$ cat src/rtl/irq_pkg.sv
// Shared constants and types for the interrupt pending latch.
// Sizes the request vector and turns an acknowledge index into a bit mask.
package irq_pkg;

  localparam int N_IRQ = 4;
  localparam int ID_W  = 2;

  typedef logic [N_IRQ-1:0] irq_vec_t;

  // One-hot mask selecting the source named by an acknowledge index.
  function automatic irq_vec_t id_to_vec(input logic [ID_W-1:0] id);
    return irq_vec_t'(1) << id;
  endfunction

endpackage

$ cat src/rtl/irq_pending_latch_sync_ff.sv
// Single-bit multi-stage synchronizer for one asynchronous request line.
// Every stage clears on reset so no stale request survives it.
module sync_ff #(
  parameter int STAGES = 2
) (
  input  logic clk,
  input  logic rst_n,
  input  logic d_i,
  output logic q_o
);

  logic [STAGES-1:0] sync_q;

  // NOTE: clocked state is written with <= so every stage samples the old value of its neighbour.
  always_ff @(posedge clk or negedge rst_n) begin
    if (!rst_n) begin
      sync_q <= '0;
    end else begin
      sync_q <= {sync_q[STAGES-2:0], d_i};
    end
  end

  assign q_o = sync_q[STAGES-1];

endmodule

$ cat src/rtl/irq_pending_latch.sv
// Synchronizes four request lines, latches them as pending until acknowledged,
// and flags edges that arrive while the same source is still pending.
module irq_pending_latch
  import irq_pkg::*;
#(
  parameter int SYNC_STAGES = 2,
  parameter bit EDGE_MODE   = 1'b1
) (
  input  logic            clk,
  input  logic            rst_n,
  input  logic [N_IRQ-1:0] irq_in,
  input  logic [N_IRQ-1:0] mask,
  input  logic            ack,
  input  logic [ID_W-1:0] ack_id,
  input  logic            clear_ovf,
  output logic [N_IRQ-1:0] pending,
  output logic [N_IRQ-1:0] overflow
);

  irq_vec_t irq_sync;
  irq_vec_t prev_q;
  irq_vec_t pending_q, pending_d;
  irq_vec_t overflow_q, overflow_d;
  irq_vec_t ack_vec;
  irq_vec_t capture;
  irq_vec_t ovf_set;

  for (genvar i = 0; i < N_IRQ; i++) begin : g_sync
    sync_ff #(
      .STAGES(SYNC_STAGES)
    ) u_sync (
      .clk  (clk),
      .rst_n(rst_n),
      .d_i  (irq_in[i]),
      .q_o  (irq_sync[i])
    );
  end

  // NOTE: every signal gets a default at the top of always_comb so no path leaves it unassigned (no latch).
  always_comb begin
    ack_vec    = '0;
    capture    = '0;
    ovf_set    = '0;
    pending_d  = pending_q;
    overflow_d = overflow_q;

    if (ack) begin
      ack_vec = id_to_vec(ack_id);
    end

    if (EDGE_MODE) begin
      // A fresh edge beats a same-cycle ack; only an unacked edge on a pending bit is lost.
      capture = irq_sync & ~prev_q & mask;
      ovf_set = capture & pending_q & ~ack_vec;
    end else begin
      // A held level is not a new event, so the ack drops the bit for one cycle.
      capture = irq_sync & mask & ~ack_vec;
    end

    pending_d = (pending_q & ~ack_vec) | capture;

    if (clear_ovf) begin
      overflow_d = '0;
    end
    overflow_d = overflow_d | ovf_set;
  end

  always_ff @(posedge clk or negedge rst_n) begin
    if (!rst_n) begin
      prev_q     <= '0;
      pending_q  <= '0;
      overflow_q <= '0;
    end else begin
      prev_q     <= irq_sync;
      pending_q  <= pending_d;
      overflow_q <= overflow_d;
    end
  end

  assign pending  = pending_q;
  assign overflow = overflow_q;

endmodule

$ cat config.mk
export PLATFORM = sky130hd
export DESIGN_NAME = irq_pending_latch
export DESIGN_NICKNAME = d
export VERILOG_FILES = /design/src/rtl/irq_pkg.sv /design/src/rtl/irq_pending_latch_sync_ff.sv /design/src/rtl/irq_pending_latch.sv
export SDC_FILE = /design/constraint.sdc
export NUM_CORES = 1
export LEC_CHECK = 0
export BUFFER_PORTS_ARGS = -buffer_cell sky130_fd_sc_hd__buf_2
export CORE_MARGIN = 4
export CORE_UTILIZATION = 25
export DETAILED_ROUTE_END_ITERATION = 8
export PLACE_DENSITY = 0.58
export SLEW_MARGIN = 0
export SYNTH_ARGS = -nofsm -noshare
export SYNTH_HDL_FRONTEND = slang
export SYNTH_SLANG_ARGS = --single-unit
export TNS_END_PERCENT = 10
$ cat constraint.sdc
create_clock -name clk -period 0.8 [get_ports clk]
set_clock_uncertainty 0.05 [all_clocks]
set_input_delay 0.08 -clock clk [delete_from_list [all_inputs] [get_ports clk]]
set_output_delay 0.08 -clock clk [all_outputs]
set_load 0.1 [all_outputs]
==> metrics.yaml <==
area_delta_synth_final_pct: 64.06
cp.arrival_ns: 1.00
clockBufferDepth: 2
die_height_um: 59.84
grt-ovfl-total: 0
critical-path-top-delay-family: "flip-flops"
netlist_area_sq_um: 671.9
path_clk_slew_ns: 0.11
hold_class: "in -> reg"
synth_cells: 46
met3_usage: 0.04536
busiest_layer: "met2"
cts.sinks: 20
combPwrFrac: 0.305
synth_warnings: 0
synth_area_leaders: "dfrtp_1, o22ai_1, o41ai_2, inv_1, nand4b_1"
syn-num-nets: 60
slew_viol_final: 0
p_leak_uw: 0.0005039
grt_max_degree: 21
cp_cell_sequence: "buf_12"
critPathMaxFanout: 2
synth_top_cell_area_share: 0.7449
grt_pass1_wl_mm: 2.166
synth_area_leader_cell: "dfrtp_1"
critical-path-slowest-cell: "dfrtp_4"
final_cell_area_sq_um: 1102
holdBufCountCts: 8
powerDensity_nw_per_um2: 2317
drc_errors: 0
yosys.cell_types.count: 11
worst_slack_ns: -0.3284
drtPass1Iterations: 4
die_w_um: 59.84
drt_wl_total_mm: 1.266
start_util: 0.2664
grt_pass1_vias: 496
num_antenna_cells: 0
total_power_uw: 2554
met1_usage: 0.1072
maxSlewHeadroom: 0.7199
synth_seq_cells: 20
avgSynthCellArea_sq_um: 14.61
fin_crit_sh: 1.411
irDropWorstVdd_mv: 1.201
startpoint_type: "flip-flop"
routabilityCongestion: 0.7247
cts_buffers: 3
seq_power_share: 0.466
swShare: 0.3324
clkPwrFrac: 0.229
core_sq_um: 2522
cts-root-buf: "clkbuf_4"
num_vias: 478
crit_required_ns: 0.67
antenna_found_initial: 0
hold_viol_final: 0
crit_start: "pending[1]$_DFF_PN0_"
gr-usage-all-layers: 0.08532
boundaryPins: 22
path_buf_inv: 1
layout.nets: 97
dieArea_sq_um: 3581
port_buffers: 21
hold_ws_ns: 0.002729
placed_area_sq_um: 959.7
worstHoldStart: "mask[3]"
via_per_inst: 4.268
grt_setup_unrepaired: "true"
met2_usage: 0.1204
detail_route.wl_per_cell_um: 11.30
layout-drive-gt1-share: 0.5122
setup-violations-final: 16
ant_nets: 0
ys_seq_area_frac: 0.7449
crit_type: "reg -> out"
htree_num_levels: 1
cts_tree: "yes"
outcome: "finished, violations left"
clk_latency_ns: 0.30
num_rows: 18
end_kind: "output pin"
fin_crit_ns: 1.128
cpPeakStageDelay_ns: 0.51
worst_slew_pin_slew_ns: 0.4201
drt-initial-drc-count: 6
p_int_uw: 1705
maxCapViolations: 0
fmax_mhz: 886.2
r2r_start: "pending[0]$_DFF_PN0_"
p_sw_uw: 849.0
violations: "setup timing"
routing by layer:
layer | share of wire | routed length (um)
met1 | 0.45 | 565
met2 | 0.45 | 572
met3 | 0.088 | 112
met4 | 0.013 | 16
met5 | 0 | 0
through the flow:
stage          setup TNS, ns  cells  worst slack, ns    util
2_1_floorplan         -1.354     46          -0.1932       -
3_3_place_gp         -0.1697     97         -0.05458  0.3805
3_5_place_dp         -0.2275     97         -0.08835  0.3805
4_1_cts               -3.488    112          -0.3408  0.4370
5_1_grt               -4.056    112          -0.3713  0.4370
6_report              -3.333    112          -0.3284  0.4370
final timing paths:
check	cells after the start	slack [ns]	end
setup / recovery	1	-0.33	pending[1]
hold / removal	3	0.003	overflow[3]$_DFF_PN0_
setup reg to reg	3	-0.17	overflow[0]$_DFF_PN0_
hold reg to reg	0	0.31	g_sync[2].u_sync.sync_q[1]$_DFF_PN0_
max in group asynchronous	2	0.19	overflow[1]$_DFF_PN0_
min in group asynchronous	2	0.18	g_sync[0].u_sync.sync_q[0]$_DFF_PN0_
power groups by stage:
stage	clock network [uW]	logic, uW	registers (uW)
6_report	584	779	1190
5_1_grt	661	815	1200
4_1_cts	613	786	1190
3_5_place_dp	0	713	1210
3_3_place_gp	0	708	1210
2_1_floorplan	0	77.7	1540
state kept, by name, summed over array words and instances (netlist names):
register,flops
g_sync.u_sync.sync_q,8
overflow,4
pending,4
prev_q,4
area by class of cell:
| cell class | instances | area (sq um) |
|---|---|---|
| clock buffers | 4 | 36.28 |
| fillers | 249 | 1420 |
| inverters | 6 | 22.52 |
| multi-input cells | 20 | 148.9 |
| flip-flops and latches | 20 | 525.5 |
| well taps | 30 | 37.54 |
| repair buffers | 32 | 331.6 |
Yosys cell counts:
master	n
nand2b_1	2
nand4b_1	2
and3b_1	1
nor3b_1	1
inv_1	6
dfrtp_1	20
o22ai_1	6
o41ai_2	2
and3_2	1
nand2_1	4
and3b_2	1
cell usage in the layout, fill, tap and decap left out, drive strengths merged:
cell         netlist  final
o41ai              2      2
dlygate4sd3        0      8
o22ai              6      6
nand2b             2      2
dfrtp             20     20
inv                6      6
nand4b             2      2
nand2              4      4
buf                0     24
and3b              2      2
nor3b              1      1
and3               1      1
clkbuf             0      4
cells by family after synthesis:
logic type	count (synthesis)	synth area share
DFF	20	0.7449
and+or+nand+nor	12	0.1173
AOI/OAI and AO/OA	8	0.1043
buffers and inverters	6	0.03352
worst min-delay path, delay by kind of cell:
family | cells | cell delay [ns]
simple gates | 1 | 0.08
compound gates | 1 | 0.08
buf+inv | 1 | 0.10
what timing repair did:
item,CTS,global route
endpoints found under the hold margin,29,1
setup endpoints to repair,16,16
setup buffers,3,0
resized for setup,1,0
pin swaps,1,0
gates cloned,0,0
Power figures use the tool's default switching activity.
